[src/rtl/image_transfer_controller.sv]
// SPI-driven image transfer controller: command/header decode, BRAM write and
// prefetching read paths, and a status readback byte.
module image_transfer_controller #(
    parameter int unsigned ADDR_W    = 17,
    parameter int unsigned CH_W      = 2,
    parameter int unsigned MEM_DEPTH = 76800
) (
    input  logic              clk,
    input  logic              rst,
    input  logic              spi_cs_n,
    input  logic              spi_byte_valid,
    input  logic [7:0]        spi_byte_in,
    output logic [7:0]        spi_byte_out,
    output logic [ADDR_W-1:0] bram_addr,
    output logic [CH_W-1:0]   bram_channel,
    output logic              bram_we,
    output logic [7:0]        bram_data_in,
    input  logic [7:0]        bram_data_out,
    output logic [2:0]        state,
    output logic              busy,
    output logic              err
);

    localparam int unsigned CNT_W = ADDR_W + 1;

    typedef enum logic [2:0] {
        IDLE   = 3'd0,
        HDR    = 3'd1,
        WRITE  = 3'd2,
        READ   = 3'd3,
        STATUS = 3'd4
    } state_t;

    state_t             state_q, state_n;
    logic [1:0]         op_q, op_n;
    logic [1:0]         hdr_cnt_q, hdr_cnt_n;
    logic [15:0]        height_q, height_n;
    logic [7:0]         width_hi_q, width_hi_n;
    logic [CNT_W-1:0]   remaining_q, remaining_n;
    logic [1:0]         rd_pipe_q, rd_pipe_n;
    logic [7:0]         out_n;
    logic [ADDR_W-1:0]  addr_n;
    logic [CH_W-1:0]    ch_n;
    logic               we_n;
    logic [7:0]         din_n;
    logic               busy_n;
    logic               err_n;
    logic               take_c;
    logic [31:0]        len_c;

    assign state  = state_q;
    assign take_c = spi_byte_valid & ~spi_cs_n;
    assign len_c  = 32'(height_q) * 32'({width_hi_q, spi_byte_in});

    // Next-state and next-output logic
    always_comb begin
        state_n     = state_q;
        op_n        = op_q;
        hdr_cnt_n   = hdr_cnt_q;
        height_n    = height_q;
        width_hi_n  = width_hi_q;
        remaining_n = remaining_q;
        rd_pipe_n   = {rd_pipe_q[0], 1'b0};
        out_n       = spi_byte_out;
        addr_n      = bram_addr;
        ch_n        = bram_channel;
        we_n        = 1'b0;
        din_n       = bram_data_in;
        err_n       = err;

        // Capture BRAM read data two clocks after an address update
        if (rd_pipe_q[1]) begin
            out_n = bram_data_out;
        end

        if (spi_cs_n) begin
            state_n     = IDLE;
            hdr_cnt_n   = 2'd0;
            remaining_n = '0;
            rd_pipe_n   = 2'b00;
        end else begin
            case (state_q)
                IDLE: begin
                    if (take_c) begin
                        op_n = spi_byte_in[7:6];
                        case (spi_byte_in[7:6])
                            2'b00: err_n = 1'b0;
                            2'b01, 2'b10: begin
                                ch_n      = spi_byte_in[CH_W-1:0];
                                hdr_cnt_n = 2'd0;
                                state_n   = HDR;
                            end
                            2'b11: begin
                                out_n   = {err, 3'b000, state_q, 1'b0};
                                state_n = STATUS;
                            end
                        endcase
                    end
                end
                HDR: begin
                    if (take_c) begin
                        hdr_cnt_n = hdr_cnt_q + 2'd1;
                        case (hdr_cnt_q)
                            2'd0: height_n[15:8] = spi_byte_in;
                            2'd1: height_n[7:0]  = spi_byte_in;
                            2'd2: width_hi_n     = spi_byte_in;
                            2'd3: begin
                                if ((len_c == 32'd0) || (len_c > 32'(MEM_DEPTH))) begin
                                    err_n   = 1'b1;
                                    state_n = IDLE;
                                end else begin
                                    remaining_n = CNT_W'(len_c);
                                    addr_n      = '0;
                                    if (op_q == 2'b01) begin
                                        state_n = WRITE;
                                    end else begin
                                        state_n   = READ;
                                        rd_pipe_n = 2'b01;
                                    end
                                end
                            end
                        endcase
                    end
                end
                WRITE: begin
                    // A write pulse is followed by an address bump; the last
                    // pulse still belongs to WRITE so bram_we never leaks out.
                    if (bram_we) begin
                        addr_n = bram_addr + ADDR_W'(1);
                        if (remaining_q == '0) begin
                            state_n = IDLE;
                        end
                    end else if (take_c) begin
                        we_n        = 1'b1;
                        din_n       = spi_byte_in;
                        remaining_n = remaining_q - CNT_W'(1);
                    end
                end
                READ: begin
                    if (take_c) begin
                        if (remaining_q == CNT_W'(1)) begin
                            remaining_n = '0;
                            rd_pipe_n   = 2'b00;
                            state_n     = IDLE;
                        end else begin
                            addr_n      = bram_addr + ADDR_W'(1);
                            remaining_n = remaining_q - CNT_W'(1);
                            rd_pipe_n   = 2'b01;
                        end
                    end
                end
                STATUS: begin
                    if (take_c) begin
                        state_n = IDLE;
                    end
                end
                default: state_n = IDLE;
            endcase
        end

        busy_n = (state_n != IDLE);
    end

    // State and output registers with synchronous reset
    always_ff @(posedge clk) begin
        if (rst) begin
            state_q      <= IDLE;
            op_q         <= 2'b00;
            hdr_cnt_q    <= 2'd0;
            height_q     <= 16'd0;
            width_hi_q   <= 8'd0;
            remaining_q  <= '0;
            rd_pipe_q    <= 2'b00;
            spi_byte_out <= 8'd0;
            bram_addr    <= '0;
            bram_channel <= '0;
            bram_we      <= 1'b0;
            bram_data_in <= 8'd0;
            busy         <= 1'b0;
            err          <= 1'b0;
        end else begin
            state_q      <= state_n;
            op_q         <= op_n;
            hdr_cnt_q    <= hdr_cnt_n;
            height_q     <= height_n;
            width_hi_q   <= width_hi_n;
            remaining_q  <= remaining_n;
            rd_pipe_q    <= rd_pipe_n;
            spi_byte_out <= out_n;
            bram_addr    <= addr_n;
            bram_channel <= ch_n;
            bram_we      <= we_n;
            bram_data_in <= din_n;
            busy         <= busy_n;
            err          <= err_n;
        end
    end

endmodule

[config.mk]
export PLATFORM = sky130hd
export DESIGN_NAME = image_transfer_controller
export DESIGN_NICKNAME = d
export VERILOG_FILES = /design/src/rtl/image_transfer_controller.sv
export SDC_FILE = /design/constraint.sdc
export NUM_CORES = 1
export LEC_CHECK = 0
export CAP_MARGIN = 40
export CORE_ASPECT_RATIO = 1.75
export CORE_MARGIN = 8
export CORE_UTILIZATION = 39
export CTS_BUF_LIST = sky130_fd_sc_hd__clkbuf_4 sky130_fd_sc_hd__clkbuf_8
export DETAILED_ROUTE_END_ITERATION = 8
export GPL_TIMING_DRIVEN = 0
export PLACE_DENSITY = 0.56
export SLEW_MARGIN = 20
export SYNTH_ARGS = -nofsm -noshare
export SYNTH_HDL_FRONTEND = slang
export SYNTH_SLANG_ARGS = --single-unit
[constraint.sdc]
create_clock -name clk -period 11.1 [get_ports clk]
set_input_delay 1.665 -clock clk [delete_from_list [all_inputs] [get_ports clk]]
set_output_delay 1.665 -clock clk [all_outputs]
set_load 0.1 [all_outputs]
Yosys cells after proc, flatten, opt, wreduce, memory -nomap -nowiden
Cells that the tools add are included.
Widths: inputs -> output; s select.
Word-level totals
  register bits after elaboration: 89
  bits in writable memories: 0
  word-level logic and storage cells: 121
  latch bits: 0
  memory bits (read-only): 0
  input port bits: 20
  memories kept: 0
Operators by class
  reduce and logical (&&, ||, !) cells: 22
  shift operators: 0
  mux-type cells: 51
  magnitude comparators: 1
  eq/ne operators: 24
  div/mod/pow operators: 0
  bitwise gates (word level): 4
  $add $sub $neg: 3
  multiply operators: 1
Operators with widths (number)
  $mux 18: 7
  $mux 17: 6
  $pmux 18 s3: 1
  $pmux 17 s3: 1
  $mux 8: 5
  $gt 32x17->1 const B: 1
  $logic_not 32->1: 1
  $mul 16x16->32: 1
  $mux 3: 9
  $reduce_and 4->1: 6
  $ne 2x2->1 const B: 10
  $eq 18x1->1 const B: 1
  $logic_not 18->1: 1
  $mux 2: 9
  $sub 18x1->18 const B: 1
  $add 17x1->17 const B: 1
  $pmux 3 s5: 1
  $reduce_and 7->1: 2
  $eq 2x2->1 const B: 4
  $mux 1: 8
  $pmux 2 s2: 2
  $reduce_and 8->1: 1
  $eq 2x1->1 const B: 3
  $eq 3x2->1 const B: 2
  16 further kinds: 22

Logic depth before layout (Yosys ltp)
Gate-level depths: netlist of the first run.
  depth in word-level cells: 9
  gate-level depth with buffers: 30

Least setup slack after synthesis of the first run
Ideal clock, no wire load.
  path kind: input-to-reg
  from: in spi_byte_in[6]
  to: reg bram_addr[14]
  cell stages on the path: 26
  arrival time: 8.425 ns
  setup slack: 2.604 ns
  buffers on the path: 4
  cell sequence: clkbuf_1 -> nand2_1 -> fa_1 -> fa_1 -> inv_1 -> fa_1 -> inv_1 -> fa_1 -> fa_1 -> fa_1 -> inv_1 -> ha_1 -> buf_2 -> and3_1 -> buf_2 -> nand2_1 -> a211o_1 -> o21ai_0 -> mux2i_1 -> or4_1 -> or2_1 -> nor4_4 -> o21ai_2 -> buf_2 -> or4_1 -> a21oi_1
Between the ends
  longest elaborated chain between the ends: 5
RTL lines
  start, declared: RTL line 12  | input logic [7:0] spi_byte_in,
  $mul 16x16->32 (*): RTL line 53  | assign len_c = 32'(height_q) * 32'({width_hi_q, spi_byte_in});
  $gt 32x17->1 or $logic_not 32->1 (tied branches): RTL line 108  | if ((len_c == 32'd0) || (len_c > 32'(MEM_DEPTH))) begin
  $logic_or 1x1->1 (*): RTL line 108
  $ne 2x2->1 (no source line) (*)
  $reduce_and 8->1 (no source line) (*)
  end signal, assigned: RTL line 190  | bram_addr <= addr_n;
  end, declared: RTL line 14  | output logic [ADDR_W-1:0] bram_addr,
Every way passes the cells marked *; elsewhere a longest branch is shown, timed or not.
A chain may end at the register's enable or synchronous reset.

Final worst setup path of the first run
  from: in spi_byte_in[6]
  to: reg bram_addr[13]
The elaborated chain is that of the path after synthesis.

==> results of run 1 <==
[worst max-delay path, delay by kind of cell]
family	cells	cell delay [ns]
adder cells (fa/ha/maj)	7	3.43
buffers and inverters	8	2.29
AO/OA/AOI/OAI	4	0.77
AND/OR/NAND/NOR	8	2.23
[where the power goes]
group / internal (mW) / switching [mW] / total [mW]
sequential: 0.320 / 0.000804 / 0.321
clock: 0.110 / 0.139 / 0.249
combinational: 0.0169 / 0.0392 / 0.0562
total: 0.447 / 0.179 / 0.626
[routing by layer]
metal	wire length (um)	part of all wire, %	global-route usage [%]
met1	15000	39	22.6
met2	21500	56	38.2
met5	0	0	0
met4	1320	3.4	7.19
met3	851	2.2	1.33
[cells in the final DEF, fill, tap and decap left out, types with 9 or more instances in the layout]
cell,instances
inv_1,206
or4_1,12
o31ai_1,12
nand2b_1,9
nor4_1,9
nor2_1,74
mux2i_1,29
buf_2,10
clkdlybuf4s50_1,55
o21ai_0,31
and2_1,99
a21oi_1,96
fa_1,194
or3_1,9
and3_1,10
nand3_1,40
clkbuf_1,73
nand4_1,18
a211oi_1,10
ha_1,113
dfxtp_1,89
nor3_1,18
nand2_1,249
buf_8,37
clkbuf_8,9
xnor2_1,17
[final cells by class]
class / instances / area, um2 / share of cell area, %
Sequential cell: 89 / 1780 / 12.0
Timing Repair Buffer: 96 / 1220 / 8.17
Multi-Input combinational cell: 1164 / 10100 / 67.6
Clock inverter: 6 / 73.8 / 0.496
Clock buffer: 10 / 131 / 0.882
Tap cell: 405 / 507 / 3.40
Buffer: 87 / 348 / 2.34
Inverter: 206 / 773 / 5.19
[state kept, by name (all words and copies together), names as in the netlist, 3 cells and up]
register,cells
spi_byte_out,8
state,3
width_hi_q,8
bram_addr,17
bram_data_in,8
remaining_q,18
height_q,16
[final timing paths]
check	slack, ns	cells past startpoint	startpoint	endpoint
min reg2reg	0.47	2	bram_channel[0]$_SDFFE_PP0P_	bram_channel[0]$_SDFFE_PP0P_
max	0.97	27	spi_byte_in[6]	bram_addr[13]$_SDFFE_PP0P_
min	0.47	2	bram_channel[0]$_SDFFE_PP0P_	bram_channel[0]$_SDFFE_PP0P_
max reg2reg	1.89	25	height_q[4]$_SDFFE_PP0P_	bram_addr[13]$_SDFFE_PP0P_
[kinds of logic after synthesis]
family          after synthesis  share of synthesized area [%]
buf+inv                     293                           8.65
fa+ha+maj                   307                           40.9
compound gates              228                           11.2
simple gates                574                           21.4
xor+xnor                     24                           1.62
mux                          31                           2.41
flops                        89                           13.8
[metrics by stage]
| stage | hold slack [ns] | utilization (%) | total power, mW | worst slack, ns |
|---|---|---|---|---|
| 2_1_floorplan | 0.429 | - | 0.359 | 2.60 |
| 3_3_place_gp | 0.443 | 42.7 | 0.382 | 0.694 |
| 3_5_place_dp | 0.452 | 44.8 | 0.385 | 0.608 |
| 4_1_cts | 0.470 | 45.4 | 0.632 | 1.03 |
| 5_1_grt | 0.491 | 45.4 | 0.647 | 0.572 |
| 6_report | 0.469 | 45.4 | 0.626 | 0.967 |
==> results.cfg, run 1 <==
[synthesis]
synthCells = 1546
seq_area_frac_synth_pct = 13.8
synth.avg_cell_area_um2 = 8.38
netlist_top_cells_count = 249 x nand2_1, 206 x inv_1, 194 x fa_1
synth-seq-cells = 89
ys.flop_type = dfxtp_1
synth_warnings = 0
synth_edf_count = 0
ys_async_sr_fraction_pct = 0
yosys.cell_types.count = 69
syn_nets = 1873
synth_area_leader_cell = fa_1
synth.top_cells.by_area = fa_1 30%, dfxtp_1 14%, ha_1 11%, nand2_1 7.2%, inv_1 6.0%
synth_top_area_share_pct = 30.0
netlist_area_um2 = 13000
yosysMostFrequentCell = nand2_1

[timing]
skew_ns = 0.0156
slew_violations = 0
slew_headroom_pct = 44.8
setup_violations = 0
min_period_ns = 10.13
final.period_utilization_pct = 91.3
fmax_mhz = 98.7
rsz0062_at_grt = no
hold_viol = 0
worst_pin_slew_ns = 0.828
finalSetupTns_ns = 0

[clock_tree]
cts_sinks = 89
cts_max_path_buffers = 2
postCtsSetupRepairBufs = 0
clkSlewWorstSetupHoldPaths_ns = 0.11
cts_tree = built
cts_root_buf = clkbuf_8
clkLatencyLatePin_ns = 0.39
cts_resized = 0
htreeDepth = 3
cts_hold_buf = 0
cts_made_buffers = 9

[route]
wl_mm = 38.7
dr_total_vias = 11000
post_drt_wl_per_cell_um = 18.8
drc_errors = 0
dr.first_iter.drc_count = 522
first_pass_iters = 5
drtAntennaViolNets = 0
vias_per_cell = 5.35

[global_route]
grt_pass1_wl_mm = 63.0
groute.usage.overall_pct = 19.9
grt.overflow.total = 0
antenna_found_initial = 0
first_global_vias = 11500
grt_max_degree = 17

[flow_run]
maxCapViolCount = 0

[worst_setup_path]
slowest_stage = clkdlybuf4s50_1
critical_path_class = in2reg
cp_common_cell = fa_1
critPathRequiredTime_ns = 11.36
startpoint_type = input pin
arrival_ns = 10.40
setup.worst_path.end_class = register
cp_max_fo = 10
critPathMaxStageDelay_ns = 0.60

[floorplan]
fp.dieW_um = 154
die_h_um = 257
io_pins = 61
dieArea_um2 = 39500
start_util_pct = 39.5
fp-row-count = 88
design.core.area_um2 = 32800

[place]
place_congestion = 0.885
dp_cells = 2047
hpwl_mm = 32.3
numPortBuffers = 55
place_area_um2 = 14700

[cells_and_area]
drive_gt1_share_pct = 5.01
fillers = 3274
finalInstanceArea_um2 = 14900
area.growth.synth_to_final_pct = 14.9
n_antenna_cell = 0
nets = 1980
final_cells = 2063

[power_and_ir_drop]
powerDensity_nw_per_um2 = 42.0
peakVddDrop_uv = 59.7
leakage_nw = 6.09

[min_path]
hp-class = reg2reg

[status]
outcome = completed
Note: power is estimated with default switching activity, not from simulation.
==> inputs of run 2 (changes only) <==
PLACE_DENSITY = 0.59   (was 0.56)
SKIP_LAST_GASP = 1   (was unset)
==> run 2 against run 1 <==
Wire length is 0.73% higher. Die area stayed put. Clock power is 2% lower. Power is 0.74% lower. First-iteration DRC count is 7.5% lower. Core utilization is 0.18 points higher. Critical path type unchanged. Design area is 0.39% higher. Flip-flop and latch count stayed put.
==> results.cfg, run 2 (synthesized netlist as in run 1, its figures left out) <==
[status]
outcome = completed

[worst_setup_path]
critPathRequiredTime_ns = 11.37
cp_common_cell = fa_1
cp_max_fo = 10
r2r-end = bram_addr[10]$_SDFFE_PP0P_
reg2regPathDepth = 25
arrival_ns = 10.49
critical_path_class = in2reg
r2r-start = height_q[4]$_SDFFE_PP0P_
startpoint_type = input pin
worst-path-buf-inv = 8
regToRegSetupSlack_ns = 1.90
slowest_stage = clkdlybuf4s50_1
crit_family = adder cells
setup.worst_path.end_class = register
critPathMaxStageDelay_ns = 0.64

[timing]
min_period_ns = 10.22
fmax_mhz = 97.8
slew_headroom_pct = 41.0
skew_ns = 0.0151
rsz0062_at_grt = no
setup_violations = 0
hold_viol = 0
worst_pin_slew_ns = 0.886
slew_violations = 0
finalSetupTns_ns = 0
hold_ws_ns = 0.468
final.period_utilization_pct = 92.1

[clock_tree]
cts_max_path_buffers = 2
clkSlewWorstSetupHoldPaths_ns = 0.10
cts_tree = built
clkLatencyLatePin_ns = 0.40
cts_root_buf = clkbuf_8
cts_sinks = 89
postCtsSetupRepairBufs = 0
cts_hold_buf = 0
cts_made_buffers = 9
htreeDepth = 3
cts_resized = 0

[cells_and_area]
final_common_cell = nand2_1
reg_top3 = remaining_q: 18 flops, bram_addr: 17 flops, height_q: 16 flops
fillers = 3291
largest_reg_flops = 18
final_util_pct = 45.6
final_cells = 2065
largest-register = remaining_q
drive_gt1_share_pct = 5.06
nets = 1981
final_cell_mix = 249 x nand2_1, 206 x inv_1, 194 x fa_1
area.growth.synth_to_final_pct = 15.4

[global_route]
antenna_found_initial = 1
grt_pass1_wl_mm = 63.8
met1_usage_pct = 21.5
grt.overflow.total = 0
grt-busiest-layer = met2
grt_util_met2_pct = 39.0
grt_use_met3_pct = 1.68
first_global_vias = 11900
grt_max_degree = 17
groute.usage.overall_pct = 20.3

[min_path]
hp-class = reg2reg
whs_path_depth = 1
hp-start = rd_pipe_q[0]$_SDFF_PP0_
hold_end = rd_pipe_q[1]$_SDFF_PP0_

[power_and_ir_drop]
p_int_mw = 0.444
leakage_nw = 6.11
clkPwrFrac_pct = 39.2
peakVddDrop_uv = 48.4
p_seq_share_pct = 51.7
netSwitchingFraction_pct = 28.6
powerDensity_nw_per_um2 = 41.6
combPwrFrac_pct = 9.2
power.switching_mw = 0.178

[place]
place_congestion = 0.875
hpwl_mm = 32.9
numPortBuffers = 55
dp_cells = 2047

[floorplan]
fp.dieW_um = 154
io_pins = 61
fp-row-count = 88
start_util_pct = 39.5
die_h_um = 257
design.core.area_um2 = 32800
dieArea_um2 = 39500

[route]
dr_total_vias = 11200
wl_mm = 39.0
first_pass_iters = 5
dr.first_iter.drc_count = 483
drtAntennaViolNets = 0
post_drt_wl_per_cell_um = 18.9
vias_per_cell = 5.44
drc_errors = 0

[flow_run]
maxCapViolCount = 0
[run 2: worst reg2reg max path: cells and delay by family (launching register included)]
kind / cells / cell delay [ns]
compound gates: 4 / 0.78
flops: 1 / 0.32
buf+inv: 6 / 2.27
simple gates: 8 / 2.19
fa+ha+maj: 7 / 3.49
[run 2: final cells by class]
type / count / area (um2) / share of cell area, %
diodes: 1 / 2.50 / 0.0167
plain buffers: 87 / 348 / 2.33
clock buffers: 9 / 124 / 0.829
clock inverters: 7 / 78.8 / 0.527
inverters: 206 / 773 / 5.17
multi-input cells: 1164 / 10100 / 67.3
flip-flops and latches: 89 / 1780 / 11.9
well taps: 405 / 507 / 3.39
repair buffers: 97 / 1270 / 8.52
[run 2: metrics by stage]
| step | area (um2) | power, mW | setup WS [ns] |
|---|---|---|---|
| after global routing | 14900 | 0.640 | 0.511 |
| final | 14900 | 0.622 | 0.877 |
| after global placement | 14000 | 0.382 | 0.564 |
| after CTS | 14900 | 0.624 | 0.915 |
| after floorplan | 13000 | 0.359 | 2.60 |
| after detailed placement | 14700 | 0.385 | 0.553 |
[run 2: power by group through the flow]
| stage | clock, mW | sequential (mW) | combinational [mW] |
|---|---|---|---|
| 5_1_grt | 0.258 | 0.321 | 0.0606 |
| 2_1_floorplan | 0 | 0.333 | 0.0262 |
| 3_3_place_gp | 0 | 0.328 | 0.0538 |
| 4_1_cts | 0.246 | 0.321 | 0.0569 |
| 3_5_place_dp | 0 | 0.329 | 0.0566 |
| 6_report | 0.243 | 0.321 | 0.0571 |
[run 2: per-layer routing]
metal / routed length, um / up-vias
li1: - / 5268
met1: 14300 / 5612
met2: 21500 / 238
met3: 1060 / 116
met4: 2120 / 0
met5: 0 / -
[run 2: worst max-delay path by stage]
stage | startpoint | endpoint | cells after the start | slack (ns)
2_1_floorplan | spi_byte_in[6] | bram_addr[14]$_SDFFE_PP0P_ | 26 | 2.60
3_3_place_gp | spi_byte_in[6] | bram_addr[8]$_SDFFE_PP0P_ | 27 | 0.56
3_5_place_dp | spi_byte_in[6] | bram_addr[9]$_SDFFE_PP0P_ | 27 | 0.55
4_1_cts | spi_byte_in[6] | bram_addr[13]$_SDFFE_PP0P_ | 27 | 0.91
5_1_grt | spi_byte_in[6] | bram_addr[2]$_SDFFE_PP0P_ | 27 | 0.51
6_report | spi_byte_in[6] | bram_addr[10]$_SDFFE_PP0P_ | 27 | 0.88
==> inputs of run 3 (changes only) <==
HOLD_SLACK_MARGIN = 0.06   (was unset)
==> results of run 3 <==
The final DEF is identical to that of run 2; final timing and power are the same.
